==> src/rtl/mem_sched_pkg.sv <==
// Shared bus constants, FSM encoding and port-slice helper for mem_sched.
package mem_sched_pkg;

  localparam int BUS_AW = 32;
  localparam int BUS_DW = 32;
  localparam int BUS_SW = 4;

  typedef enum logic {
    ST_IDLE = 1'b0,
    ST_BUSY = 1'b1
  } state_t;

  // Bit offset of port i inside a flattened per-port bus of slice width w.
  function automatic int port_off(input int i, input int w);
    return i * w;
  endfunction

endpackage

==> src/rtl/mem_sched_rr_pick.sv <==
// Combinational round-robin picker: first requester after 'last', wrapping.
module rr_pick #(
  parameter int NPORTS = 3,
  parameter int LW     = (NPORTS > 1) ? $clog2(NPORTS) : 1
) (
  input  logic [NPORTS-1:0] req,
  input  logic [LW-1:0]     last,
  output logic [NPORTS-1:0] pick,
  output logic              found
);

  // Scan last+1, last+2, ... modulo NPORTS; the previous owner comes last.
  always_comb begin
    int idx;
    pick  = '0;
    found = 1'b0;
    idx   = 0;
    for (int k = 1; k <= NPORTS; k++) begin
      idx = (int'(last) + k) % NPORTS;
      if (!found && req[idx[LW-1:0]]) begin
        pick[idx[LW-1:0]] = 1'b1;
        found             = 1'b1;
      end
    end
  end

endmodule

==> src/rtl/mem_sched.sv <==
// Round-robin scheduler sharing one memory bus between NPORTS requesters,
// with a watchdog that terminates transactions the bus never completes.
module mem_sched
  import mem_sched_pkg::*;
#(
  parameter int NPORTS  = 3,
  parameter int TIMEOUT = 1023,
  parameter int CW      = 10
) (
  input  logic                     clk,
  input  logic                     rst,
  input  logic [NPORTS-1:0]        req_valid,
  output logic [NPORTS-1:0]        req_ready,
  input  logic [NPORTS*BUS_AW-1:0] req_addr,
  input  logic [NPORTS*BUS_DW-1:0] req_wdata,
  input  logic [NPORTS*BUS_SW-1:0] req_wstrb,
  output logic [BUS_DW-1:0]        req_rdata,
  output logic                     mem_valid,
  input  logic                     mem_ready,
  output logic [BUS_AW-1:0]        mem_addr,
  output logic [BUS_DW-1:0]        mem_wdata,
  output logic [BUS_SW-1:0]        mem_wstrb,
  input  logic [BUS_DW-1:0]        mem_rdata,
  output logic [NPORTS-1:0]        grant,
  output logic                     bus_err
);

  localparam int LW = (NPORTS > 1) ? $clog2(NPORTS) : 1;
  // Counter saturates here; a hit fires on the cycle that would count to TIMEOUT.
  localparam logic [CW-1:0] TO_MAX  = CW'(TIMEOUT);
  localparam logic [CW-1:0] TO_LAST = (TIMEOUT > 0) ? CW'(TIMEOUT - 1) : '0;
  localparam logic          WD_EN   = (TIMEOUT > 0);

  state_t            state, state_nxt;
  logic [NPORTS-1:0] grant_nxt;
  logic [LW-1:0]     gidx, gidx_nxt;
  logic [LW-1:0]     last, last_nxt;
  logic [CW-1:0]     cnt, cnt_nxt;
  logic              bus_err_nxt;

  logic [NPORTS-1:0] pick;
  logic              found;
  logic [LW-1:0]     pick_idx;

  logic [BUS_AW-1:0] g_addr;
  logic [BUS_DW-1:0] g_wdata;
  logic [BUS_SW-1:0] g_wstrb;
  logic              g_valid;
  logic              wd_hit;

  rr_pick #(
    .NPORTS (NPORTS),
    .LW     (LW)
  ) u_pick (
    .req   (req_valid),
    .last  (last),
    .pick  (pick),
    .found (found)
  );

  // Binary index of the picked port, remembered so 'last' can be updated at completion.
  always_comb begin
    pick_idx = '0;
    for (int i = 0; i < NPORTS; i++) begin
      if (pick[i]) pick_idx = LW'(i);
    end
  end

  // Select the granted port's request fields; all zero while nothing is granted.
  always_comb begin
    g_addr  = '0;
    g_wdata = '0;
    g_wstrb = '0;
    g_valid = 1'b0;
    for (int i = 0; i < NPORTS; i++) begin
      if (grant[i]) begin
        g_addr  = req_addr[port_off(i, BUS_AW) +: BUS_AW];
        g_wdata = req_wdata[port_off(i, BUS_DW) +: BUS_DW];
        g_wstrb = req_wstrb[port_off(i, BUS_SW) +: BUS_SW];
        g_valid = req_valid[i];
      end
    end
  end

  assign wd_hit    = WD_EN && (state == ST_BUSY) && !mem_ready && g_valid && (cnt == TO_LAST);
  assign mem_addr  = g_addr;
  assign mem_wdata = g_wdata;
  assign mem_wstrb = g_wstrb;
  assign req_rdata = wd_hit ? '0 : mem_rdata;

  // Arbitration, completion, abort and watchdog decisions.
  always_comb begin
    state_nxt   = state;
    grant_nxt   = grant;
    gidx_nxt    = gidx;
    last_nxt    = last;
    cnt_nxt     = cnt;
    bus_err_nxt = bus_err;
    req_ready   = '0;
    mem_valid   = 1'b0;
    case (state)
      ST_IDLE: begin
        if (found) begin
          grant_nxt = pick;
          gidx_nxt  = pick_idx;
          cnt_nxt   = '0;
          state_nxt = ST_BUSY;
        end
      end
      ST_BUSY: begin
        mem_valid = g_valid;
        if (mem_ready) begin
          // Completion wins even if the requester dropped valid this cycle.
          req_ready = grant;
          last_nxt  = gidx;
          grant_nxt = '0;
          state_nxt = ST_IDLE;
        end else if (!g_valid) begin
          // Requester withdrew: drop silently, it still counts as its turn.
          last_nxt  = gidx;
          grant_nxt = '0;
          state_nxt = ST_IDLE;
        end else if (wd_hit) begin
          req_ready   = grant;
          bus_err_nxt = 1'b1;
          last_nxt    = gidx;
          grant_nxt   = '0;
          state_nxt   = ST_IDLE;
        end else if (cnt < TO_MAX) begin
          cnt_nxt = cnt + 1'b1;
        end
      end
      default: state_nxt = ST_IDLE;
    endcase
  end

  // State register; reset clears ownership so mem_valid drops at once.
  always_ff @(posedge clk or negedge rst) begin
    if (!rst) begin
      state   <= ST_IDLE;
      grant   <= '0;
      gidx    <= '0;
      last    <= LW'(NPORTS - 1);
      cnt     <= '0;
      bus_err <= 1'b0;
    end else begin
      state   <= state_nxt;
      grant   <= grant_nxt;
      gidx    <= gidx_nxt;
      last    <= last_nxt;
      cnt     <= cnt_nxt;
      bus_err <= bus_err_nxt;
    end
  end

endmodule

==> config.mk <==
export PLATFORM = sky130hd
export DESIGN_NAME = mem_sched
export DESIGN_NICKNAME = d
export VERILOG_FILES = /design/src/rtl/mem_sched_pkg.sv /design/src/rtl/mem_sched_rr_pick.sv /design/src/rtl/mem_sched.sv
export SDC_FILE = /design/constraint.sdc
export NUM_CORES = 1
export LEC_CHECK = 0
export ABC_AREA = 1
export CAP_MARGIN = 40
export CORE_AREA = 3 3 135 137
export CTS_CLUSTER_DIAMETER = 100
export DETAILED_ROUTE_END_ITERATION = 12
export DIE_AREA = 0 0 138 140
export GPL_TIMING_DRIVEN = 1
export PLACE_DENSITY_LB_ADDON = 0.1
export SLEW_MARGIN = 30
export SYNTH_ARGS = -nofsm -noshare
export SYNTH_HDL_FRONTEND = slang
export SYNTH_HIERARCHICAL = 1
export SYNTH_SLANG_ARGS = --single-unit
==> constraint.sdc <==
create_clock -name clk -period 2.51 [get_ports clk]
set_clock_uncertainty 0.15 [all_clocks]
set_input_delay 0.502 -clock clk [delete_from_list [all_inputs] [get_ports clk]]
set_output_delay 0.502 -clock clk [all_outputs]
set_load 0.01 [all_outputs]
==> results.json, run 1 <==
{
  "p_leak_nw": 3.12,
  "synth.net_count": 742,
  "place_inst": 1088,
  "min_path_type": "register to register",
  "worstPathArrival_ps": 1810,
  "diodes": 0,
  "detail_route.wl_per_cell_microns": 17.1,
  "grt.total_usage_pct": 18.5,
  "end_kind": "primary output",
  "htree_levels": 1,
  "core-area_sq_um": 17200,
  "die_height_microns": 140,
  "grt_max_degree": 50,
  "dpl.hpwl_mm": 15.7,
  "nFillCells": 1787,
  "syn_area_sq_um": 2880,
  "die_w_microns": 138,
  "worst_pin_slew_ps": 331,
  "numCtsBuffers": 3,
  "nets": 1136,
  "worstPathRequired_ps": 1860,
  "postLayoutCoreUtil_pct": 40.9,
  "post-route-min-period_ps": 2460,
  "cp_slowest_cell": "dfrtp_2",
  "final-setup-viol-count": 0,
  "timing_worst_setup_path_type": "register to primary output",
  "routed_wl_mm": 19.0,
  "via_per_inst": 4.47,
  "area_growth_pct": 144,
  "clkTransAtPathRegs_ps": 50,
  "dr.pass1.iters": 4,
  "gp_congestion": 0.913,
  "rsz0062_at_grt": "true",
  "status": "finished, final reports clean",
  "fin_setup_tns_ps": 0,
  "antenna_left": 0,
  "hold_violations": 0,
  "die-area_sq_um": 19300,
  "clock-sinks": 19,
  "io_buffers": 349,
  "hold_buffers": 0,
  "slew_violations": 0,
  "initial_core_util_pct": 16.8,
  "insertion_delay_ps": 250,
  "hold-worst-slack_ps": 329,
  "start_kind": "register",
  "max_slew_margin_pct": 77.8,
  "synth_seq_cells": 19,
  "final_cells": 1112,
  "synth_area_per_cell_sq_um": 5.83,
  "fp-row-count": 48,
  "cp_max_fo": 13,
  "dr.first_iter.drc_count": 233,
  "final_common_cell": "clkdlybuf4s50_1",
  "irDropWorstVdd_mv": 0.300,
  "grt_pass1_vias": 5081,
  "reg2reg_slack_ps": 290,
  "yosys_warnings": 6,
  "mostFrequentLayoutCells": "clkdlybuf4s50_1, nand2_1, a22oi_1",
  "drive_gt1_share_pct": 23.0,
  "cpMostUsedCell": "buf_12",
  "clock_path_buffers": 2,
  "ys_seq_area_share_pct": 16.5,
  "drv_cap": 0,
  "period_share_pct": 97.9,
  "grt_pass1_wl_mm": 29.6,
  "max_freq_ghz": 0.407,
  "powerDensity_nw_per_um2": 548,
  "drc": 0,
  "multi_input_area_sq_um": 2090,
  "cts_root_buffer": "clkbuf_16",
  "seqCellArea_sq_um": 482,
  "gr-total-overflow": 0,
  "path_cells": "buf_12 -> nor2_4 -> buf_12 -> clkbuf_16 -> a22oi_1 -> o21ai_0 -> clkdlybuf4s15_1",
  "power_mw": 3.85,
  "num_vias": 4975,
  "ys_types": 32,
  "grt_antenna_before_repair": 1,
  "slowest_delay_ps": 440,
  "ios": 350,
  "syn_inst": 494,
  "cts_tree": "done"
}
registers in the layout, indices dropped and copies added, names as in the netlist:
name,flops
bus_err,1
cnt,10
gidx,2
grant,3
last,2
state,1
worst max-delay path: cells and delay by family (launching register included):
kind	cells	cell delay, ps
AOI/OAI and AO/OA	2	230
buffers and inverters	4	720
DFF	1	440
and+or+nand+nor	1	160
power by group:
part | switching (mW) | internal (mW)
Clock | 0.107 | 0.216
Sequential | 0.0532 | 0.372
Combinational | 1.61 | 1.49
Total | 1.77 | 2.08
repair_timing:
item | 4_1_cts | 5_1_grt
setup buffers | 13 | 6
cloned | 2 | 1
resized for setup | 215 | 170
pin swaps | 7 | 6
endpoints found under the setup margin | 104 | 48
endpoints found under the hold margin | 0 | 0
routing by layer:
metal	GRT usage (%)	part of all wire, %	vias to the layer above
met1	22.2	41	2305
met3	4.06	5.7	14
met2	35.0	52	201
met5	0	0.068	-
li1	-	-	2453
met4	1.46	0.86	2
final timing paths:
check	cells past startpoint	startpoint	to
max	7	grant[1]	mem_wdata[9]
max reg2reg	15	last[0]	cnt[5]
min	1	bus_err	bus_err
min reg2reg	1	bus_err	bus_err
max in group asynchronous	2	rst	last[1]
min in group asynchronous	2	rst	cnt[3]
synth_stat cells, drive strengths merged:
cell | count | share of area (%)
xor2 | 3 | 0.91
and2 | 1 | 0.22
nand2 | 131 | 18
dfrtp | 18 | 16
buf | 13 | 2.7
nand3 | 29 | 5.7
a22oi | 68 | 18
a21oi | 3 | 0.52
clkbuf | 22 | 2.9
nor2 | 50 | 7.7
dfstp | 1 | 0.91
o22ai | 1 | 0.22
nor3 | 5 | 0.87
a31oi | 1 | 0.22
nand4 | 7 | 1.5
xnor2 | 1 | 0.30
inv | 58 | 7.6
or2 | 3 | 0.65
nand3b | 3 | 0.78
o21ai | 70 | 12
ha | 6 | 2.6
through the flow:
step           instance area [sq um]  worst slack [ps]
3_3_place_gp                    7020              -364
2_1_floorplan                   2880               312
3_5_place_dp                    7020              -422
5_1_grt                         7020             -71.5
6_report                        7020              52.8
4_1_cts                         7160             -51.7
layout make-up:
cell class | count | area share [%]
clock buffers | 4 | 1.12
flip-flops and latches | 19 | 6.86
inverters | 58 | 3.14
well taps | 225 | 4.01
multi-input cells | 382 | 29.7
repair buffers | 424 | 55.1
kinds of logic (layout without fill, tap and decap cells):
group,Yosys count,in the layout,share of synthesized area (%)
AO/OA/AOI/OAI,143,143,30.8
XOR/XNOR,4,4,1.22
adder cells (fa/ha/maj),6,6,2.61
buffers and inverters,93,486,13.1
flip-flops,19,19,16.5
AND/OR/NAND/NOR,229,229,35.7
Note: power is estimated with default switching activity, not from simulation.
==> run 2: changes to the inputs <==
- SYNTH_HIERARCHICAL: 1 -> unset
==> run 2 against run 1 <==
Net effect: register-to-register slack about the same; total power increased by 18%; highest routed layer unchanged; global-route usage is 0.51 points higher.
==> results.json, run 2 <==
{
  "cpMostUsedCell": "nor2_4",
  "ys_seq_area_share_pct": 15.7,
  "fin_setup_tns_ps": 0,
  "hold_buffers": 0,
  "grt_pass1_vias": 4988,
  "netlist_top_cells_count": "nand2_1, o21ai_0, a22oi_1",
  "status": "finished, final reports clean",
  "mostFrequentLayoutCells": "clkdlybuf4s50_1, nand2_1, a22oi_1",
  "cts_root_buffer": "clkbuf_16",
  "powerDensity_nw_per_um2": 632,
  "ys_types": 32,
  "path_cells": "buf_6 -> nor2_4 -> nor2_4 -> nor2_4 -> nand3_4 -> buf_6 -> a211oi_2 -> buf_2",
  "antenna_left": 0,
  "initial_core_util_pct": 17.7,
  "cp_max_fo": 4,
  "placed_cell_area_sq_um": 7060,
  "clkTransAtPathRegs_ps": 60,
  "rsz0062_at_grt": "true",
  "diodes": 0,
  "io_buffers": 349,
  "syn_area_sq_um": 3030,
  "irDropWorstVdd_mv": 0.250,
  "yosysTopAreaCell": "nand2_1",
  "p_int_mw": 2.30,
  "max_slew_margin_pct": 78.7,
  "gp_congestion": 0.953,
  "detail_route.wl_per_cell_microns": 17.4,
  "cts_tree": "done",
  "slew_violations": 0,
  "routed_wl_mm": 19.7,
  "top_register": "cnt",
  "worstPathArrival_ps": 1800,
  "synth-edff-count": 0,
  "seq_power_share_pct": 9.9,
  "design_area_sq_um": 7170,
  "synth_area_per_cell_sq_um": 5.76,
  "core-area_sq_um": 17200,
  "synth_most_common_cell": "nand2_1",
  "multi_input_area_sq_um": 2200,
  "grt_antenna_before_repair": 3,
  "hold_violations": 0,
  "dpl.hpwl_mm": 16.5,
  "gr-total-overflow": 0,
  "grt.total_usage_pct": 19.0,
  "synth_seq_cells": 19,
  "final_cells": 1130,
  "synthArstFlopShare_pct": 100,
  "dr.first_iter.drc_count": 338,
  "ios": 350,
  "clock-sinks": 19,
  "seqCellArea_sq_um": 482,
  "min_path_type": "register to register",
  "insertion_delay_ps": 250,
  "clock_path_buffers": 2,
  "worstPathRequired_ps": 1860,
  "post-route-min-period_ps": 2450,
  "switching_share_pct": 49.2,
  "drive_gt1_share_pct": 14.9,
  "p_leak_nw": 3.28,
  "grt_max_degree": 62,
  "via_per_inst": 4.46,
  "final_common_cell": "clkdlybuf4s50_1",
  "die_w_microns": 138,
  "synth.net_count": 775,
  "worst_pin_slew_ps": 316,
  "max_freq_ghz": 0.407,
  "p_sw_mw": 2.23,
  "end_kind": "primary output",
  "place_inst": 1111,
  "synth_top_cell_area_share_pct": 18.7,
  "grt_pass1_wl_mm": 29.6,
  "num_vias": 5035,
  "slowest_delay_ps": 470,
  "die-area_sq_um": 19300,
  "timing_worst_setup_path_type": "register to primary output",
  "synth_area_leaders": "nand2_1, a22oi_1, dfrtp_1",
  "comb_power_share_pct": 82.7,
  "pwr-share-clk_pct": 7.4,
  "start_kind": "register",
  "yosys_warnings": 0,
  "hold-worst-slack_ps": 306,
  "final-setup-viol-count": 0,
  "cp_slowest_cell": "dfrtp_2",
  "drc": 0,
  "area_growth_pct": 136,
  "reg_top3": "cnt x10, grant x3",
  "nets": 1154,
  "fp-row-count": 48,
  "largest_reg_flops": 10,
  "period_share_pct": 97.8,
  "syn_inst": 527,
  "dr.pass1.iters": 7,
  "drv_cap": 0,
  "htree_levels": 1,
  "die_height_microns": 140,
  "numCtsBuffers": 3,
  "ys.flop_type": "dfrtp_1",
  "nFillCells": 1774
}
==> run 2: cell count changes after synthesis, moves of 3 or more <==
| cell | previous run | this run |
|---|---|---|
| nand2_1 | 122 | 151 |
| nor2_1 | 42 | 51 |
| nand4_1 | 7 | 14 |
| inv_1 | 53 | 59 |
| nand3_1 | 25 | 19 |
| nand2_2 | 7 | 2 |
| buf_4 | 3 | 7 |
| nor3_1 | 5 | 1 |
| nand3b_1 | 3 | 0 |
| nor2_2 | 5 | 2 |
==> run 2: cell type report <==
cell class	count	area share, %
tap	225	3.93
clock inverter	1	0.0698
sequential	19	6.72
timing repair buffer	409	53.7
clock buffer	3	1.05
inverter	62	3.42
multi-input combinational	408	30.8
timing repair inverter	3	0.366
==> run 2: routing by layer <==
metal	vias up	routed length [microns]	global-route usage, %
met5	-	26	0
met4	4	269	2.08
met3	20	1310	4.40
met2	203	9970	34.1
met1	2292	8130	23.9
li1	2516	-	-
==> run 2: power groups by stage <==
stage               Sequential, mW  Clock, mW  Combinational [mW]
finish                       0.451      0.334                3.75
global route                 0.461      0.362                4.13
floorplan                    0.449          0                1.84
global placement             0.457          0                3.91
CTS                          0.452      0.349                3.72
detailed placement           0.459          0                3.95
==> run 2: path summary, 6_finish.rpt <==
check | startpoint | end | slack, ps | cells after the start
worst min-delay path | bus_err | bus_err | 310 | 1
worst min register to register | bus_err | bus_err | 310 | 1
max in group asynchronous | rst | last[1] | 1500 | 2
worst max-delay path | grant[1] | req_ready[2] | 60 | 8
min in group asynchronous | rst | cnt[1] | 440 | 2
worst max register to register | last[0] | cnt[9] | 280 | 10
==> run 2: kinds of logic (layout without fill, tap and decap cells) <==
family          after synthesis  in the layout  synth area share [%]
simple gates                251            251                  36.3
flops                        19             19                  15.7
fa+ha+maj                     6              6                  2.47
xor+xnor                      3              3                 0.866
buf+inv                     100            478                  14.0
compound gates              148            148                  30.6
==> run 2: worst max-delay path, delay by kind of cell, from the launching register on <==
| kind | cells | cell delay, ps |
|---|---|---|
| and+or+nand+nor | 4 | 420 |
| AOI/OAI and AO/OA | 1 | 170 |
| DFF | 1 | 470 |
| buffers and inverters | 3 | 490 |
==> run 2: through the flow <==
step	util (%)	total power, mW	setup WS, ps
final	41.7	4.53	55.9
after global placement	41.1	4.37	-547
after detailed placement	41.1	4.41	-602
after floorplan	-	2.29	426
after global routing	41.7	4.95	-41.9
after CTS	41.9	4.52	-7.92
==> run 2: repair_timing <==
action | in CTS | in global routing
endpoints found under the setup margin | 102 | 48
pin swaps | 6 | 4
gates resized for setup | 168 | 67
gates cloned | 3 | 1
buffers inserted | 9 | 2
==> RTL change 1 (config.mk and constraints of run 1) <==
`NPORTS` is set to 3 in 2 places; all go to 2.
--- a/src/rtl/mem_sched_rr_pick.sv
+++ b/src/rtl/mem_sched_rr_pick.sv
@@ -1,6 +1,6 @@
 // Combinational round-robin picker: first requester after 'last', wrapping.
 module rr_pick #(
-  parameter int NPORTS = 3,
+  parameter int NPORTS = 2,
   parameter int LW     = (NPORTS > 1) ? $clog2(NPORTS) : 1
 ) (
   input  logic [NPORTS-1:0] req,
--- a/src/rtl/mem_sched.sv
+++ b/src/rtl/mem_sched.sv
@@ -3,7 +3,7 @@
 module mem_sched
   import mem_sched_pkg::*;
 #(
-  parameter int NPORTS  = 3,
+  parameter int NPORTS  = 2,
   parameter int TIMEOUT = 1023,
   parameter int CW      = 10
 ) (
Interface: changed (6 resized); port bits go from 350 to 279. The function was not compared with the original's and may differ.
==> RTL change 1 against run 1 <==
- hold slack worse by 0.013 ns
- maximum frequency shrank 1.1%
- setup slack worse by 0.028 ns
- synthesized cell count shrank 36%
- final area fell by 21%
- sequential cell count shrank 3
- wire length shrank 19%
- sequential power decreased by 21%
- total power decreased by 38%
- synthesized area fell by 31%
==> RTL change 1: results (changes against run 1) <==
- The highest-delay cell along the critical path is sky130_fd_sc_hd__dfrtp_1 (was sky130_fd_sc_hd__dfrtp_2).
- The met1 wire length came to 5670 um (was 7820 um).
- The largest fanout on the critical path came to 8 (was 13).
- The via count of the first global-routing pass came to 3336 (was 5081).
- The initial antenna violation count came to 5 (was 1).
- The delay of the slowest cell on the worst path came to 0.37 ns (was 0.44 ns).
- The number of nets in the layout is 795 (was 1136).
- The total placed cells including tap cells is 823 (was 1088).
- The synthesized net count is 493 (was 742).
- Run status: finished, final reports clean (unchanged).
- The estimated wirelength of the detail-placed design came to 12200 um (was 15700 um).
- The unique cell type count in the Yosys netlist is 24 (was 32).
- Regs by FF count: cnt x10, grant x2 (was cnt x10, grant x3).
- The largest net degree at the start of global routing is 70 (was 50).
- The combinational group share of total power is 0.724 (was 0.805).
- The part of the Yosys area used for sequential elements is 0.202 (was 0.165).
- The first-iteration detailed-routing DRC count came to 129 (was 233).
- The via-per-instance ratio came to 3.93 (was 4.47).
- The number of buffers added for setup after CTS was 7 (was 13).
- The post-cts resize count is 124 (was 215).
- The total track usage was 0.146 (was 0.185).
- The number of fill cells in the layout is 1854 (was 1787).
- The global-route met1 utilization is 0.161 (was 0.222).
- The routability-driven placement congestion ratio is 0.833 (was 0.913).
- The tightest slew margin relative to the limit is 0.761 (was 0.778).
- The routed length on met2 is 8210 um (was 9910 um).
- The port buffer count is 278 (was 349).
- The worst setup slack after placement is -0.358 ns (was -0.422 ns).
- The synthesized-area fraction occupied by xor and xnor cells was 0 (was 0.0122).
- The amount of wire on met3 after detailed routing is 1090 um (about the same).
- The worst endpoint data arrival time is 1.83 ns (was 1.81 ns).
- The met2 layer usage reported by global route was 0.266 (was 0.350).
- The number of non-filler instances in the completed layout is 849 (was 1112).
- The sequential share of power is 0.140 (was 0.111).
- The detail-routed net length per standard cell is 18.1 um (was 17.1 um).
- The uppermost layer routed is met4 (was met5).
- The adder and majority gate portion of the synthesized area is 0.0126 (was 0.0261).
RTL change 1: worst paths after layout:
check,depth (start not counted),to,startpoint,slack (ns)
max,11,req_rdata[4],cnt[0],0.02
min,1,bus_err,bus_err,0.32
max reg2reg,13,cnt[9],grant[1],0.38
min reg2reg,1,bus_err,bus_err,0.32
max in group asynchronous,2,last,rst,1.52
min in group asynchronous,2,cnt[4],rst,0.43
RTL change 1: cell type report:
class / instances / area, sq um / share of cell area
timing repair buffer: 316 / 3180 / 0.573
multi-input combinational: 231 / 1400 / 0.252
sequential: 16 / 403 / 0.0726
tap: 225 / 282 / 0.0507
inverter: 52 / 195 / 0.0352
clock buffer: 4 / 78.8 / 0.0142
antenna: 5 / 12.5 / 0.00226
==> RTL change 2 (settings of run 1) <==
Without the edit above. Make the reset (`rst`) synchronous in one clocked block.
--- a/src/rtl/mem_sched.sv
+++ b/src/rtl/mem_sched.sv
@@ -135,7 +135,7 @@
   end
 
   // State register; reset clears ownership so mem_valid drops at once.
-  always_ff @(posedge clk or negedge rst) begin
+  always_ff @(posedge clk) begin
     if (!rst) begin
       state   <= ST_IDLE;
       grant   <= '0;
Formal check against the unedited RTL: differs if rst is asserted again (counterexample within 4 cycles, from zero or initial values and one cycle with rst low); with rst held inactive, the same outputs for 4 cycles.
==> RTL change 2 against run 1 <==
- final area down 4.2%
- wire length up 4.5%
- global-route usage up 0.62 points
- synthesized area down 0.43%
- first-iteration DRC count down 17%
- setup slack better by 0.039 ns
- hold slack worse by 0.0097 ns
- sequential cell count unchanged
- total power up 14%
==> RTL change 2: results (changes against run 1) <==
- Run status: finished, final reports clean (unchanged).
- The estimated wirelength of the detail-placed design was 16900 um (was 15700 um).
- The first-iteration detailed-routing DRC count is 193 (was 233).
- The leakage dissipation is 2.93 nW (was 3.12 nW).
- Cell types with the largest area share after synthesis: sky130_fd_sc_hd__a22oi_1 18%, sky130_fd_sc_hd__nand2_1 16%, sky130_fd_sc_hd__dfxtp_1 13% (was sky130_fd_sc_hd__a22oi_1 18%, sky130_fd_sc_hd__nand2_1 16%, sky130_fd_sc_hd__dfrtp_1 16%).
- The total track usage was 0.191 (was 0.185).
- The worst ir drop on vdd was 319 uV (was 300 uV).
- The final antenna diode count is 0 (unchanged).
- The type of the worst min-delay path is register to register (unchanged).
- The largest fanout on the critical path is 18 (was 13).
- The final wirelength is 19900 um (was 19000 um).
- The dominant register cell in the synthesized netlist was sky130_fd_sc_hd__dfxtp_1 (was sky130_fd_sc_hd__dfrtp_1).
- The number of synthesis warnings is 6 (unchanged).
- The detail-routed net length per standard cell is 18.0 um (was 17.1 um).
- The wire length of the first global-routing pass is 29400 um (was 29600 um).
- The number of nets in the layout came to 1126 (was 1136).
- The unique cell type count in the Yosys netlist is 31 (was 32).
- Most numerous cell types in the synthesized netlist: 123 x sky130_fd_sc_hd__nand2_1, 68 x sky130_fd_sc_hd__a22oi_1, 68 x sky130_fd_sc_hd__o21ai_0 (was 122 x sky130_fd_sc_hd__nand2_1, 68 x sky130_fd_sc_hd__a22oi_1, 68 x sky130_fd_sc_hd__o21ai_0).
- The routability-driven placement congestion ratio is 0.943 (was 0.913).
- The synthesized area per cell is 5.63 sq um (was 5.83 sq um).
- The synthesized net count is 758 (was 742).
- The clock transition at the register clock pins on the worst setup and hold paths after CTS is ~0.06 ns.
- The worst hold path stage count came to 2 (was 1).
- The number of search-and-repair iterations in the first detailed-routing pass came to 4 (unchanged).
- The initial antenna violation count is 1 (unchanged).
- The setup check on the worst reg-to-reg path leaves a slack of 0.30 ns.
- The worst endpoint data arrival time is 1.77 ns (was 1.81 ns).
- The port buffer count was 349 (unchanged).
- The share of synthesized registers carrying an async set or reset is 0 (was 1.00).
- The clock latency at the later pin of the worst-skew pair was 0.25 ns (about the same).
- The share of post-route cells with drive strength above 1 is 0.193 (was 0.230).
- The tightest slew margin relative to the limit is 0.709 (was 0.778).
- The total clock buffers created by CTS is 3 (unchanged).
- The largest buffer count on any clock path came to 2 (unchanged).
- The depth of the worst register-to-register path was 15 (unchanged).
- The master cell of the clock root buffer is sky130_fd_sc_hd__clkbuf_16 (unchanged).
- The largest net degree at the start of global routing is 68 (was 50).
- The part of the Yosys area used for sequential elements is 0.133 (was 0.165).
- Regs by FF count: cnt x10, grant x3 (unchanged).
- The level count of the clock H-tree is 1 (unchanged).
- The number of vias after detailed routing is 4843 (was 4975).
- The total placed cells including tap cells is 1090 (was 1088).
==> RTL change 2: area by class of cell <==
type / count / area (sq um)
clock buffer: 4 / 78.8
fill: 1828 / 10500
inverter: 62 / 234
multi-input combinational: 392 / 2110
sequential: 19 / 387
tap: 225 / 282
timing repair buffer: 400 / 3630
==> RTL change 2: cell families (layout without fill, tap and decap cells) <==
family | Yosys count | after routing | synth area share
xor+xnor | 2 | 2 | 0.00611
compound gates | 156 | 156 | 0.335
buf+inv | 99 | 466 | 0.144
simple gates | 228 | 228 | 0.355
flops | 19 | 19 | 0.133
fa+ha+maj | 6 | 6 | 0.0262
==> RTL change 2: stage by stage <==
stage / utilization / cell area [sq um] / hold WS (ns) / total power, mW / worst slack (ns)
floorplan: - / 2870 / 0.291 / 2.30 / 0.315
global placement: 0.399 / 6850 / 0.306 / 4.37 / -0.654
detailed placement: 0.399 / 6850 / 0.309 / 4.40 / -0.704
CTS: 0.398 / 6830 / 0.321 / 4.45 / 0.000128
global route: 0.391 / 6720 / 0.336 / 4.81 / -0.0397
finish: 0.391 / 6720 / 0.320 / 4.39 / 0.0922
==> RTL change 2: worst paths after layout <==
kind / start / end
min reg2reg: bus_err / bus_err
min: bus_err / bus_err
max reg2reg: last[0] / cnt[5]
max: grant[0] / mem_addr[11]
==> RTL change 2: power by group <==
group	switching (mW)	internal [mW]	leakage (nW)	total (mW)
sequential	0.0574	0.384	0.157	0.441
combinational	2.05	1.56	2.73	3.61
clock	0.120	0.216	0.0382	0.336
total	2.23	2.16	2.93	4.39
==> RTL change 2: routing by layer <==
metal,vias to the layer above,GRT usage,wire length [um]
met1,2182,0.221,7880
li1,2428,-,-
met4,2,0.0182,144
met2,218,0.367,10400
met5,-,0,13
met3,13,0.0451,1370
==> RTL change 2: worst max-delay path, cell delays in order, from the launching register on <==
cell and delay (ns):
sky130_fd_sc_hd__dfxtp_1 0.35, sky130_fd_sc_hd__buf_4 0.12, sky130_fd_sc_hd__inv_1 0.08, sky130_fd_sc_hd__nor2_4 0.11, sky130_fd_sc_hd__buf_12 0.18, sky130_fd_sc_hd__buf_12 0.15, sky130_fd_sc_hd__a22oi_1 0.07, sky130_fd_sc_hd__o21ai_0 0.17
sky130_fd_sc_hd__clkdlybuf4s15_1 0.27
==> RTL change 2: what timing repair did <==
item,4_1_cts,5_1_grt
cloned,2,0
setup buffers,4,2
gates resized for setup,195,139
pin swaps,5,4
setup endpoints to repair,105,86
